### src/rtl/pc_redirect_ctrl.sv
// ---------------------------------------------------------------------------
// pc_redirect_ctrl
//
// Program-counter and fetch-redirect controller for the 4-stage core. Holds
// the fetch PC, advances it every cycle, and when the branch unit asks for a
// redirect it loads the target and squashes the younger in-flight slots for
// a fixed number of cycles. It also qualifies fetch and counts redirects.
//
// Parameters:
//   PC_W          width of pc / new_pc (word-addressed)
//   RESET_PC      pc value loaded on reset
//   FLUSH_CYCLES  cycles flush stays high per redirect, including the
//                 redirect cycle itself (1..15)
//
// Ports:
//   clk           core clock, rising edge
//   rst           asynchronous active-high reset
//   stall         hold request from downstream hazard logic
//   load_new_pc   taken branch / jump from the branch condition unit
//   new_pc        redirect target, meaningful only with load_new_pc
//   pc            current fetch address (registered)
//   fetch_valid   instruction at pc may enter decode this cycle
//   flush         kill all younger pipeline slots this cycle
//   redirect_cnt  number of accepted redirects, saturating at all-ones
// ---------------------------------------------------------------------------
module pc_redirect_ctrl #(
   parameter int              PC_W         = 16,
   parameter logic [PC_W-1:0] RESET_PC     = '0,
   parameter int              FLUSH_CYCLES = 2
) (
   input  logic            clk,
   input  logic            rst,
   input  logic            stall,
   input  logic            load_new_pc,
   input  logic [PC_W-1:0] new_pc,
   output logic [PC_W-1:0] pc,
   output logic            fetch_valid,
   output logic            flush,
   output logic [15:0]     redirect_cnt
);

   typedef enum logic [1:0] {
      BOOT  = 2'd0,
      RUN   = 2'd1,
      FLUSH = 2'd2
   } state_t;

   // The redirect cycle is the first flush cycle, so the counter only has
   // to cover the remaining ones.
   localparam logic [3:0] FLUSH_LOAD = 4'(FLUSH_CYCLES - 1);

   state_t          state_q, state_d;
   logic [PC_W-1:0] pc_q, pc_d;
   logic [3:0]      flush_cnt_q, flush_cnt_d;
   logic [15:0]     redirect_cnt_q, redirect_cnt_d;

   // State, PC, flush counter and redirect counter registers. Reset puts the
   // controller back in BOOT, which decodes to no flush and no valid fetch,
   // so a reset in the middle of a flush leaves nothing behind.
   always_ff @(posedge clk or posedge rst) begin
      if (rst) begin
         state_q        <= BOOT;
         pc_q           <= RESET_PC;
         flush_cnt_q    <= 4'd0;
         redirect_cnt_q <= 16'd0;
      end else begin
         state_q        <= state_d;
         pc_q           <= pc_d;
         flush_cnt_q    <= flush_cnt_d;
         redirect_cnt_q <= redirect_cnt_d;
      end
   end

   // Next-state and output decode. In RUN a redirect beats a stall, which
   // beats the normal increment. new_pc is only steered into the PC when a
   // redirect is actually accepted, so garbage on it at other times cannot
   // leak into the PC. Redirect requests seen during FLUSH come from slots
   // that are being squashed and are dropped.
   always_comb begin
      state_d        = state_q;
      pc_d           = pc_q;
      flush_cnt_d    = flush_cnt_q;
      redirect_cnt_d = redirect_cnt_q;
      fetch_valid    = 1'b0;
      flush          = 1'b0;
      case (state_q)
         BOOT: begin
            state_d = RUN;
         end
         RUN: begin
            if (load_new_pc) begin
               flush = 1'b1;
               pc_d  = new_pc;
               if (redirect_cnt_q != 16'hFFFF) begin
                  redirect_cnt_d = redirect_cnt_q + 16'd1;
               end
               if (FLUSH_CYCLES > 1) begin
                  state_d     = FLUSH;
                  flush_cnt_d = FLUSH_LOAD;
               end
            end else begin
               fetch_valid = 1'b1;
               if (!stall) begin
                  pc_d = pc_q + PC_W'(1);
               end
            end
         end
         FLUSH: begin
            flush       = 1'b1;
            flush_cnt_d = flush_cnt_q - 4'd1;
            if (flush_cnt_q == 4'd1) begin
               state_d = RUN;
            end
         end
         default: begin
            state_d = BOOT;
         end
      endcase
   end

   assign pc           = pc_q;
   assign redirect_cnt = redirect_cnt_q;

endmodule

### config.mk
export PLATFORM = sky130hd
export DESIGN_NAME = pc_redirect_ctrl
export DESIGN_NICKNAME = d
export VERILOG_FILES = /design/src/rtl/pc_redirect_ctrl.sv
export SDC_FILE = /design/constraint.sdc
export NUM_CORES = 1
export LEC_CHECK = 0
export ABC_AREA = 1
export CORE_ASPECT_RATIO = 0.7
export CORE_MARGIN = 3
export CORE_UTILIZATION = 55
export DETAILED_ROUTE_END_ITERATION = 6
export PLACE_DENSITY = 0.94
export SETUP_SLACK_MARGIN = 0.1
export SLEW_MARGIN = 10
export SYNTH_ARGS = -nofsm -noshare
export SYNTH_HDL_FRONTEND = slang
export SYNTH_SLANG_ARGS = --single-unit
### constraint.sdc
create_clock -name clk -period 4.55 [get_ports clk]
set_clock_uncertainty 0.1 [all_clocks]
set_input_delay 1.1375 -clock clk [delete_from_list [all_inputs] [get_ports clk]]
set_output_delay 1.1375 -clock clk [all_outputs]
set_load 0.02 [all_outputs]
## After elaboration in Yosys (flattened, before gate mapping)

Cells that the tools add are included.

| cells by class | value |
|---|---|
| $mul | 0 |
| $lt $le $gt $ge | 0 |
| reduce and logical (&&, ||, !) cells | 6 |
| bitwise gates (word level) | 0 |
| $add $sub $neg | 3 |
| muxes and demuxes | 11 |
| divide/modulo/power cells | 0 |
| shifts and indexed selects | 0 |
| equality and inequality tests | 7 |

Operators with widths:

| kind | count |
|---|---|
| adder 16 x 1 -> 16 bit, second input constant | 2 |
| two-way mux 16 bit | 2 |
| inequality test 16 bit, second input constant | 1 |
| case mux 4 bit (2 select lines) | 1 |
| case mux 2 bit (3 select lines) | 1 |
| AND reduction 2 bit | 3 |
| == test 4 x 1 -> 1 bit, second input constant | 1 |
| two-way mux 2 bit | 2 |
| two-way mux 4 bit | 1 |
| inequality test 2 bit, second input constant | 2 |
| subtractor 4 x 1 -> 4 bit, second input constant | 1 |
| two-way mux 1 bit | 3 |
| AND reduction 3 bit | 1 |
| == test 2 x 1 -> 1 bit, second input constant | 1 |
| == test 2 bit, second input constant | 1 |
| zero test 2 bit | 1 |
| inequality test 2 x 1 -> 1 bit, second input constant | 1 |
| case mux 1 bit (2 select lines) | 1 |
| nonzero test 2 bit | 1 |

| storage, ports and cells | value |
|---|---|
| output and inout bits | 34 |
| memories | 0 |
| memory bits (read-only) | 0 |
| bits in writable memories | 0 |
| logic and storage cells | 31 |
| input bits | 20 |
| latch bits | 0 |
| flip-flop bits (word level) | 38 |

## Logic depth before layout (Yosys ltp)

Gate-level depths: netlist of the first run.

| depth | value |
|---|---|
| depth after elaboration | 3 |
| depth in mapped cells | 10 |
| depth with buffers taken out | 9 |

## Worst setup path after synthesis of the first run

OpenSTA, ideal clock, no wires.

| timing path | value |
|---|---|
| path type | in2out |
| from | in load_new_pc |
| to | out flush |
| data required time | 3.313 ns |
| stages | 2 |
| setup slack | 1.574 ns |
| path buffers | 0 |
| arrival | 1.739 ns |
| cells stage by stage | nand2_2 > a21boi_0 |

| between the ends | value |
|---|---|
| longest elaborated chain between the ends | 2 |

RTL lines:

| what | line | text |
|---|---|---|
| from (decl) | 34 | `input logic load_new_pc,` |
| two-way mux 1 bit | 91 | `if (load_new_pc) begin` |
| case mux 1 bit (2 select lines) | 86 | `case (state_q)` |
| to (decl) | 38 | `output logic flush,` |

No other way between the ends.

## Worst setup path after layout of the first run

Ends and elaborated chain as after synthesis.

==> results of run 1 <==
-- per-stage QoR --
step	setup WS (ns)	power, mW	instances
6_report	0.741	1.82	470
5_1_grt	0.608	1.95	470
4_1_cts	0.726	1.81	470
3_5_place_dp	0.744	1.57	463
3_3_place_gp	0.754	1.52	463
2_1_floorplan	1.57	1.20	361
-- layout make-up --
type,count,area (um2)
Clock buffer,5,68.8
Clock inverter,2,10.0
Fill cell,304,990
Inverter,43,161
Multi-Input combinational cell,273,1310
Sequential cell,38,951
Tap cell,52,65.1
Timing Repair Buffer,57,561
-- sequential cells by signal, indices dropped and copies added, names as in the netlist --
name	flops
pc	16
redirect_cnt	16
flush_cnt_q	4
state_q	2
-- cell families after synthesis --
kind of cell,after synthesis,share of synthesized area
AND/OR/NAND/NOR,209,0.341
flip-flops,38,0.385
AO/OA/AOI/OAI,43,0.101
adder cells (fa/ha/maj),8,0.0406
buffers and inverters,50,0.0852
XOR/XNOR,13,0.0461
-- cells in the mapped netlist (all sizes together) --
master / number
xnor2: 8
nand2: 127
a21boi: 1
o22ai: 3
inv: 43
a31oi: 1
a211oi: 2
nand4: 4
dfrtp: 38
ha: 8
o211ai: 2
buf: 6
nor2: 54
a21oi: 10
clkbuf: 1
xor2: 5
nand3: 24
o21ai: 23
o31ai: 1
-- power groups by stage --
stage	Sequential, mW	Combinational [mW]	Clock [mW]
floorplan	0.710	0.488	0
global placement	0.616	0.903	0
detailed placement	0.622	0.953	0
CTS	0.618	0.961	0.225
global route	0.643	1.07	0.243
finish	0.624	0.965	0.229
-- per-layer routing --
metal	up-vias	share of wire	global-route usage
li1	1245	-	-
met1	1189	0.45	0.364
met2	126	0.45	0.415
met3	16	0.079	0.0606
met4	0	0.018	0.0677
met5	-	0	0
-- critical path, cell delays in order --
cell and delay (ns):
clkdlybuf4s50_1 0.49, nand2_2 0.13, a21boi_0 0.18, clkdlybuf4s50_1 0.63
-- worst paths after layout --
path / startpoint / endpoint / slack, ns / depth (start not counted)
worst max-delay path: load_new_pc / flush / 0.74 / 4
worst min-delay path: pc[15]$_DFFE_PP0P_ / pc[15]$_DFFE_PP0P_ / 0.45 / 2
worst max register to register: state_q[1]$_DFFE_PP0P_ / pc[4]$_DFFE_PP0P_ / 2.52 / 9
worst min register to register: pc[15]$_DFFE_PP0P_ / pc[15]$_DFFE_PP0P_ / 0.45 / 2
max in group asynchronous: rst / pc[9]$_DFFE_PP0P_ / 2.59 / 3
min in group asynchronous: rst / flush_cnt_q[2]$_DFFE_PP0P_ / 1.13 / 2
==> flow_summary_export.csv, run 1 <==
group,metric,value,unit
finish,final_core_util,0.759,
global_routing,grt_usage,0.260,
place,gp_congestion,0.926,
clock_tree,cts_sinks,38,
finish,area_growth_syn_to_layout,26.6,%
synthesis,synth-seq-cells,38,
power_and_ir_drop,power.share.clock,0.126,
sta,relSlewSlack,0.559,
clock_tree,clock_path_buffers,2,
drt,drc,0,
die,dieArea,0.00534,mm2
synthesis,netlist-cell-type-count,28,
clock_tree,cts_buffers,5,
die,ios,54,
finish,layout-drive-gt1-share,0.0478,
die,die_y,62.0,um
finish,fin_area,0.00312,mm2
place,placed_cell_area,0.00304,mm2
power_and_ir_drop,p_leak,1.49,nW
sta,worst_hold_slack,0.451,ns
global_routing,grt_max_degree,27,
critical_path,worstPathRequired,3.31,ns
synthesis,ys_warn_count,0,
sta,hold_violations,0,
drt,finalWirelength,6520,um
synthesis,syn_area,0.00247,mm2
outcome,status,"complete, no violations",
synthesis,syn_avg_cell_area,6.83,um2
power_and_ir_drop,ir_drop,379,uV
place,hpwl,4860,um
power_and_ir_drop,power_frac_comb,0.531,
clock_tree,tritoncts,"built",
finish,mostFrequentLayoutCells,"nand2_1 (126), clkdlybuf4s50_1 (53), nor2_1 (50), inv_1 (42), dfrtp_1 (38)",
drt,viasPerCell,5.48,
drt,drtIter0Drc,307,
global_routing,grt_pass1_wl,10700,um
clock_tree,root_buffer,"clkbuf_8",
job,maxCapViolations,0,
drt,drtAntennaViolNets,0,
place,port_buffers,53,
critical_path,arrival,2.57,ns
drt,wire_per_inst,13.9,um
global_routing,grt_pass1_vias,2303,
power_and_ir_drop,switching_share,0.472,
sta,setup_viol,0,
critical_path,crit_type,"primary input to output pin",
synthesis,yosysSeqAreaShare,0.385,
die,die_width,86.1,um
synthesis,yosysTopAreaCell,"dfrtp_1",
power_and_ir_drop,p_int,0.960,mW
clock_tree,clk_latency,0.30,ns
power_and_ir_drop,p_switching,0.859,mW
synthesis,syn-num-nets,389,
drt,vias,2576,
critical_path,startpoint_type,"primary input",
sta,fmax,0.263,GHz
critical_path,cp_max_fo,8,
clock_tree,clk_pin_slew,0.07,ns
clock_tree,cts_resized,0,
min_path,hp-class,"flip-flop to flip-flop",
sta,fin_crit,3.81,ns
power_and_ir_drop,power_frac_seq,0.343,
synthesis,synth_top_area_frac,0.385,
global_routing,antenna_found_initial,0,
finish,fin_nets,446,
sta,fin_setup_tns,0,ns
sta,finalCritPeriodShare,0.837,
die,core,0.00411,mm2
clock_tree,htree_levels,2,
finish,diodes,0,
finish,final_common_cell,"nand2_1",
synthesis,synthTopCellsByArea,"dfrtp_1 (39%), nand2_1 (19%), nor2_1 (7.6%)",
clock_tree,post_cts_buffers,0,
critical_path,end_kind,"output pin",
die,start_util,0.600,
sta,rsz0062_at_grt,"no",
drt,dr.pass1.iters,6,
sta,drv_slew,0,
clock_tree,ctsHoldBuffers,0,
synthesis,syn_inst,361,
sta,tightest_slew,0.660,ns
power_and_ir_drop,powerDensity,582,mW/mm2
global_routing,grt-ovfl-total,0,
die,rows,19,
(Power assumes the default switching activity.)
==> inputs of run 2 (changes only) <==
--- a/config.mk
+++ b/config.mk
@@ -8,9 +8,9 @@
 export ABC_AREA = 1
 export CORE_ASPECT_RATIO = 0.7
 export CORE_MARGIN = 3
-export CORE_UTILIZATION = 55
+export CORE_UTILIZATION = 46
 export DETAILED_ROUTE_END_ITERATION = 6
-export PLACE_DENSITY = 0.94
+export PLACE_DENSITY = 0.85
 export SETUP_SLACK_MARGIN = 0.1
 export SLEW_MARGIN = 10
 export SYNTH_ARGS = -nofsm -noshare
==> constraint.sdc (replaced) <==
create_clock -name clk -period 3.1 [get_ports clk]
set_clock_uncertainty 0.1 [all_clocks]
set_input_delay 0.775 -clock clk [delete_from_list [all_inputs] [get_ports clk]]
set_output_delay 0.775 -clock clk [all_outputs]
set_load 0.02 [all_outputs]
==> flow_summary_export.csv, run 2 (same netlist as run 1, synthesis figures left out) <==
group,metric,value,unit
outcome,status,"complete, no violations",
finish,diodes,0,
sta,rsz0062_at_grt,"no",
finish,final_common_cell,"nand2_1",
drt,finalWirelength,6170,um
clock_tree,tritoncts,"built",
finish,layout-drive-gt1-share,0.0431,
finish,fin_area,0.00314,mm2
clock_tree,clk_latency,0.29,ns
power_and_ir_drop,power_frac_comb,0.525,
clock_tree,clock_path_buffers,2,
clock_tree,cts_sinks,38,
drt,drtIter0Drc,218,
drt,drtAntennaViolNets,0,
critical_path,r2r_setup_slack,1.00,ns
power_and_ir_drop,ir_drop,445,uV
power_and_ir_drop,p_leak,1.49,nW
place,port_buffers,53,
clock_tree,post_cts_buffers,0,
drt,met3_length,457,um
sta,hold_violations,0,
place,placed_cell_area,0.00307,mm2
critical_path,cp_max_fo,3,
critical_path,startpoint_type,"primary input",
critical_path,r2r-start,"state_q[1]$_DFFE_PP0P_",
finish,mostFrequentLayoutCells,"nand2_1 (126), clkdlybuf4s50_1 (52), nor2_1 (50), inv_1 (42), dfrtp_1 (38)",
sta,drv_slew,0,
die,rows,21,
global_routing,grt-ovfl-total,0,
sta,fin_crit,2.90,ns
drt,wl_met2,2620,um
drt,wire_per_inst,12.7,um
place,gp_congestion,0.894,
sta,relSlewSlack,0.599,
finish,area_growth_syn_to_layout,27.3,%
sta,fin_setup_tns,0,ns
power_and_ir_drop,p_int,1.41,mW
critical_path,reg2reg_depth,9,
die,core,0.00497,mm2
sta,tightest_slew,0.601,ns
place,hpwl,4500,um
die,dieArea,0.00629,mm2
global_routing,grt_pass1_vias,2141,
sta,fmax,0.345,GHz
power_and_ir_drop,power_frac_seq,0.349,
job,maxCapViolations,0,
sta,setup_viol,0,
min_path,min_from,"pc[15]$_DFFE_PP0P_",
die,ios,54,
clock_tree,root_buffer,"clkbuf_8",
die,die_width,93.5,um
global_routing,grt_usage,0.207,
critical_path,crit_type,"primary input to output pin",
global_routing,grt_max_degree,39,
global_routing,antenna_found_initial,0,
die,die_y,67.3,um
die,start_util,0.497,
critical_path,worstPathRequired,2.22,ns
sta,worst_hold_slack,0.442,ns
power_and_ir_drop,switching_share,0.463,
min_path,hp-class,"flip-flop to flip-flop",
global_routing,grt_pass1_wl,10200,um
drt,dr.pass1.iters,5,
finish,fin_nets,446,
power_and_ir_drop,p_switching,1.21,mW
critical_path,arrival,2.03,ns
drt,drc,0,
clock_tree,htree_levels,2,
drt,dr.max_layer_used,"met4",
clock_tree,ctsHoldBuffers,0,
critical_path,end_kind,"output pin",
drt,viasPerCell,5.18,
clock_tree,clk_pin_slew,0.07,ns
sta,finalCritPeriodShare,0.936,
power_and_ir_drop,powerDensity,834,mW/mm2
power_and_ir_drop,power.share.clock,0.125,
critical_path,worstSetupStartpoint,"load_new_pc",
drt,drt-met1-wl,3010,um
clock_tree,cts_buffers,5,
drt,vias,2522,
min_path,whs_path_depth,2,
run 2: changes by cell type in the layout (fill, tap and decap cells not counted), sizes merged:
| cell | previous run | this run |
|---|---|---|
| clkinv | 2 | 0 |
| dlygate4sd2 | 0 | 1 |
| clkdlybuf4s50 | 53 | 52 |
| clkbuf | 5 | 7 |
run 2: worst max-delay path: stages:
cell and delay, ns:
clkdlybuf4s50_1 0.46, nor2_1 0.17, clkdlybuf4s50_1 0.63
run 2: area by class of cell:
| cell class | count | area (um2) |
|---|---|---|
| inverter | 43 | 161 |
| sequential | 38 | 951 |
| timing repair buffer | 57 | 559 |
| tap | 69 | 86.3 |
| multi-input combinational | 273 | 1310 |
| clock buffer | 7 | 76.3 |
| fill | 429 | 1830 |
run 2: through the flow:
step	util	cells	total power [mW]	setup WS (ns)
2_1_floorplan	-	361	1.76	0.849
3_3_place_gp	0.617	480	2.24	0.0973
3_5_place_dp	0.617	480	2.29	0.0848
4_1_cts	0.632	487	2.62	0.188
5_1_grt	0.632	487	2.85	0.145
6_report	0.632	487	2.62	0.198
run 2: final timing paths:
path                                                end
setup / recovery                            fetch_valid
max in group asynchronous   redirect_cnt[1]$_DFFE_PP0P_
min in group asynchronous  redirect_cnt[11]$_DFFE_PP0P_
hold / removal                       pc[15]$_DFFE_PP0P_
setup reg to reg                      pc[4]$_DFFE_PP0P_
hold reg to reg                      pc[15]$_DFFE_PP0P_
run 2: routing by layer:
layer  global-route usage  vias up
met5                    0        -
met4               0.0667        0
met3               0.0434       12
met2                0.291      100
met1                0.315     1164
li1                     -     1246
run 2: timing repair:
| action | CTS | global route |
|---|---|---|
| resized for setup | 1 | 0 |
| setup endpoints to repair | 1 | 0 |
| endpoints found under the hold margin | 0 | 0 |
run 2: power groups by stage:
stage	Sequential [mW]	Clock, mW	Combinational (mW)
4_1_cts	0.909	0.334	1.38
6_report	0.915	0.329	1.38
3_3_place_gp	0.909	0	1.33
2_1_floorplan	1.04	0	0.716
5_1_grt	0.946	0.364	1.54
3_5_place_dp	0.916	0	1.37
==> edit 1, RTL diff (settings of run 2) <==
The 3 states of `state_t` get a one-hot encoding in 3 bits.
--- a/src/rtl/pc_redirect_ctrl.sv
+++ b/src/rtl/pc_redirect_ctrl.sv
@@ -41,6 +41,6 @@
 
-   typedef enum logic [1:0] {
-      BOOT  = 2'd0,
-      RUN   = 2'd1,
-      FLUSH = 2'd2
+   typedef enum logic [2:0] {
+      BOOT  = 3'b001,
+      RUN   = 3'b010,
+      FLUSH = 3'b100
    } state_t;
Behaviour: same outputs for any inputs over 10 cycles, from zero or initial values and one cycle with rst high; not proved beyond that.
==> edit 1 against run 2 <==
  * Sequential cell count increased by 1
  * Setup slack improved by 0.078 ns
  * Synthesized cell count increased by 1.4%
  * Final area increased by 2.4%
  * First-iteration DRC count increased by 7.3%
  * Wire length increased by 4.4%
  * Power decreased by 6.9%
  * Combinational power decreased by 12%
  * Synthesized area increased by 1.7%
  * Final cell count increased by 1.8%
  * Critical endpoint unchanged
  * Largest power group unchanged
  * Highest routed layer unchanged
==> edit 1: results (changes against run 2) <==
gp_congestion: 0.896  # +0.15%
synth-async-reset-ratio: 1.00  # unchanged
status: "finished clean"
htreeDepth: 2  # unchanged
drtIter0Drc: 234  # +7.3%
synthTopCellsByArea: "dfrtp_1, nand2_1, nand3_1"
cts_resized: 2  # +1
nets: 450  # +0.90%
path_max_fanout: 9  # +6
drive_above_1_share: 0.0656  # +0.0225
wl_um: 6450  # +4.4%
synth_nets: 390  # +0.26%
cp_data_arrival_time_ns: 1.95  # -0.08 ns
power_frac_seq: 0.364  # +0.015
switching_share: 0.451  # -0.0127
cts_hold_buf: 0  # unchanged
ys_warn_count: 0  # unchanged
ir_drop_mv: 0.411  # -7.6%
antenna_found_initial: 0  # unchanged
crit_slowest_cell: "clkdlybuf4s50_1"
syn_inst: 366  # +1.4%
worstSkewPairLatency_ns: 0.29  # about the same
slowest_delay_ns: 0.46  # -0.17 ns
grt_max_degree: 40  # +2.6%
grt_pass1_vias: 2233  # +4.3%
power_density_nw_per_um2: 758  # -9.1%
grt_pass1_wl_um: 10700  # +5.1%
cts_root_buf: "clkbuf_8"
p_leak_nw: 1.57  # +5.5%
numCtsBuffers: 5  # unchanged
placed_cells: 488  # +1.7%
wire_per_inst_um: 13.0  # +2.5%
grtUsageTotal: 0.215  # +0.00798
synth.top_cells.by_count: "nand2_1, nor2_1, inv_1"
worstHoldPathType: "reg2reg"
reg2reg_from: "redirect_cnt[0]$_DFFE_PP0P_"
n_antenna_cell: 0  # unchanged
crit_start: "load_new_pc"
synthDistinctLibCells: 32  # +14%
vias: 2538  # +0.63%
r2r_setup_slack_ns: 1.05  # +0.05 ns
relSlewSlack: 0.663  # +0.0640
clk_path_buf_depth: 2  # unchanged
ys_seq_area_frac: 0.389  # +0.00394
holdWs_ns: 0.442  # +0.000479 ns
crit_family: "buffers and inverters"
port_buffers: 53  # unchanged
dp_hpwl_um: 4760  # +5.8%
post_cts_buffers: 0  # unchanged
first_pass_iters: 5  # unchanged
pwr-share-clk: 0.137  # +0.012
synth_most_common_cell: "nand2_1"
path_clk_slew_ns: 0.08
[edit 1: changes by cell type after synthesis, sizes merged, moves of 2 or more]
cell	delta
o22ai	+2
nor3	+3
o21ai	-9
ha	-4
inv	+3
nand2	-6
nor2	+2
nand3	+19
a21oi	-6
[edit 1: area by class of cell]
type	instances	area (sq um)
sequential	39	977
clock inverter	1	5.00
fill	434	1800
inverter	46	175
clock buffer	7	76.3
tap	69	86.3
multi-input combinational	274	1310
timing repair buffer	60	581
[edit 1: routing by layer]
layer	vias up	GRT usage	wire length, um
met1	1174	0.326	3230
li1	1272	-	-
met2	90	0.313	2670
met5	-	0	0
met3	2	0.0501	518
met4	0	0.0396	24
[edit 1: cell families after synthesis]
kind of cell	synth area share
AO/OA/AOI/OAI	0.0673
XOR/XNOR	0.0454
adder cells (fa/ha/maj)	0.0199
buffers and inverters	0.0872
flip-flops	0.389
AND/OR/NAND/NOR	0.391
[edit 1: worst min-delay path, delay by kind of cell (launching register included)]
family	cells	cell delay [ns]
flip-flops	1	0.39
AND/OR/NAND/NOR	2	0.12
[edit 1: worst paths after layout]
| path | endpoint | cells past startpoint |
|---|---|---|
| setup / recovery | fetch_valid | 4 |
| hold / removal | pc[15]$_DFFE_PP0P_ | 2 |
| setup reg to reg | redirect_cnt[15]$_DFFE_PP0P_ | 6 |
| hold reg to reg | pc[15]$_DFFE_PP0P_ | 2 |
| max in group asynchronous | state_q[0]$_DFFE_PP1P_ | 3 |
| min in group asynchronous | pc[5]$_DFFE_PP0P_ | 3 |
[edit 1: stage by stage]
step                      cell area, sq um  setup WS, ns
final                                 3210         0.275
after floorplan                       2510         0.762
after global routing                  3210         0.220
after CTS                             3210         0.283
after global placement                3140        0.0259
after detailed placement              3140       0.00206
==> edit 2, RTL diff (settings of run 2) <==
Made on the original files. Set the parameter `PC_W` to 20 (it was 16).
--- a/src/rtl/pc_redirect_ctrl.sv
+++ b/src/rtl/pc_redirect_ctrl.sv
@@ -26,3 +26,3 @@
 module pc_redirect_ctrl #(
-   parameter int              PC_W         = 16,
+   parameter int              PC_W         = 20,
    parameter logic [PC_W-1:0] RESET_PC     = '0,
Interface: changed (resized new_pc and pc); port bits go from 54 to 62. The function was not compared with the original's and may differ.
==> edit 2 against run 2 <==
  * Count of clock-buffer cells in the layout fell by 2
  * Synthesized area grew 13%
  * Highest routed layer unchanged
  * Critical path type unchanged
  * Final area rose by 13%
  * Setup slack better by 0.14 ns
  * Sequential cell count increased by 4
  * Sequential share of layout area decreased by 0.70 points
  * Wire length grew 24%
  * Power grew 13%
==> edit 2: results (changes against run 2) <==
synth-async-reset-ratio: 1.00  # unchanged
nets: 496  # +11%
gp_congestion: 0.949  # +6.1%
vias: 2872  # +14%
hold_end: "redirect_cnt[13]$_DFFE_PP0P_"
holdWs_ns: 0.413  # -0.0283 ns
p_leak_nw: 1.62  # +8.7%
grt_max_degree: 43  # +10%
worstSkewPairLatency_ns: 0.30
largest_register_ffs: 20
slowest_delay_ns: 0.55  # -0.08 ns
antenna_found_initial: 0  # unchanged
synthMuxAreaShare: 0  # unchanged
r2r_setup_slack_ns: 1.10  # +0.10 ns
ys_seq_area_frac: 0.376  # -0.00922
synth.top_cells.by_count: "nand2_1, nor2_1, dfrtp_1"
numCtsBuffers: 5  # unchanged
ir_drop_mv: 0.477  # +7.1%
port_buffers: 61  # +15%
synth_compound_area_frac: 0.110  # +0.00875
cts_root_buf: "clkbuf_8"
min_path_cells: 2  # unchanged
grt_pass1_wl_um: 13300  # +31%
dp_hpwl_um: 5730  # +27%
drtIter0Drc: 238  # +9.2%
synthDistinctLibCells: 36  # +29%
crit_family: "buffers and inverters"
placed_cell_area_sq_um: 3480  # +13%
status: "finished clean"
clk_path_buf_depth: 2  # unchanged
first_pass_iters: 5  # unchanged
placed_cells: 532  # +11%
fin_tns_setup_ns: 0  # unchanged
synth_xor_area_frac: 0.0376  # -0.00853
grtUsageTotal: 0.234  # +0.0268
synth_ff_type: "dfrtp_1"
drive_above_1_share: 0.0690  # +0.0259
worstHoldPathType: "reg2reg"
synthAdderAreaFrac: 0.0358  # -0.00474
ys_warn_count: 0  # unchanged
htreeDepth: 2  # unchanged
p_int_mw: 1.57  # +12%
synthTopCellsByArea: "dfrtp_1, nand2_1, nor2_1"
path_max_fanout: 3  # unchanged
r2r_end: "pc[12]$_DFFE_PP0P_"
syn_inst: 400  # +11%
grt_pass1_vias: 2814  # +31%
min_from: "redirect_cnt[13]$_DFFE_PP0P_"
reg2reg_from: "state_q[1]$_DFFE_PP0P_"
wire_per_inst_um: 14.3  # +12%
path_clk_slew_ns: 0.09  # +0.02 ns
n_antenna_cell: 0  # unchanged
antenna_left: 0  # unchanged
synth_top_family_by_area: "simple AND/OR/NAND/NOR gates"
ff2ff_path_depth: 12  # +3
synth_nets: 432  # +11%
wl_um: 7680  # +24%
relSlewSlack: 0.616  # +0.0176
cp_data_arrival_time_ns: 1.88  # -0.15 ns
## edit 2: changes by cell type in the layout (fill, tap and decap cells not counted), moves of 3 or more
cell and change:
a21oi_1 +9, clkdlybuf4s50_1 +7, dfrtp_1 +4, inv_1 -5
inv_2 +3, nand2_1 +3, nand3b_1 +5, nor2_1 -5
nor3_1 +8
## edit 2: area by class of cell
cell class                      instances  area [sq um]
Timing Repair Buffer                   67           653
Multi-Input combinational cell        306          1520
Fill cell                             544          2260
Clock buffer                            5          68.8
Clock inverter                          2          10.0
Sequential cell                        42          1050
Tap cell                               75          93.8
Inverter                               42           160
## edit 2: power by group through the flow
| stage | Clock, mW | Combinational [mW] | Sequential [mW] |
|---|---|---|---|
| after detailed placement | 0 | 1.61 | 1.02 |
| after CTS | 0.352 | 1.61 | 1.01 |
| after floorplan | 0 | 0.828 | 1.17 |
| final | 0.347 | 1.61 | 1.02 |
| after global routing | 0.379 | 1.79 | 1.06 |
| after global placement | 0 | 1.55 | 1.01 |
## edit 2: cell families (layout without fill, tap and decap cells)
kind of cell               Yosys count  in the layout
and+or+nand+nor                    230            230
AOI/OAI and AO/OA                   56             56
buffers and inverters               52            116
DFF                                 42             42
xor gates and xnor gates            12             12
adders and majority gates            8              8
## edit 2: metal layers
metal  global-route usage  vias to the layer above  part of all wire
met4               0.0561                        0             0.012
met3               0.0493                       14             0.085
li1                     -                     1417                 -
met5                    0                        -                 0
met1                0.337                     1318              0.46
met2                0.362                      123              0.44
## edit 2: metrics by stage
step | setup slack [ns] | total power, mW
3_5_place_dp | 0.0492 | 2.63
2_1_floorplan | 0.780 | 2.00
5_1_grt | 0.260 | 3.23
6_report | 0.341 | 2.97
3_3_place_gp | 0.0833 | 2.56
4_1_cts | 0.321 | 2.98
## edit 2: repair_timing
| item | CTS | global route |
|---|---|---|
| setup endpoints to repair | 2 | 0 |
| gates resized for setup | 2 | 0 |
| endpoints found under the hold margin | 0 | 0 |
## edit 2: tightest hold or removal path, stage by stage (launching register included)
cell     delay (ns)
dfrtp_1        0.37
nand2_1        0.06
nand2_1        0.06
## edit 2: worst max-delay path by stage
stage / from / to / slack, ns
2_1_floorplan: load_new_pc / flush / 0.78
3_3_place_gp: load_new_pc / flush / 0.08
3_5_place_dp: load_new_pc / flush / 0.05
4_1_cts: load_new_pc / flush / 0.32
5_1_grt: load_new_pc / flush / 0.26
6_report: load_new_pc / flush / 0.34
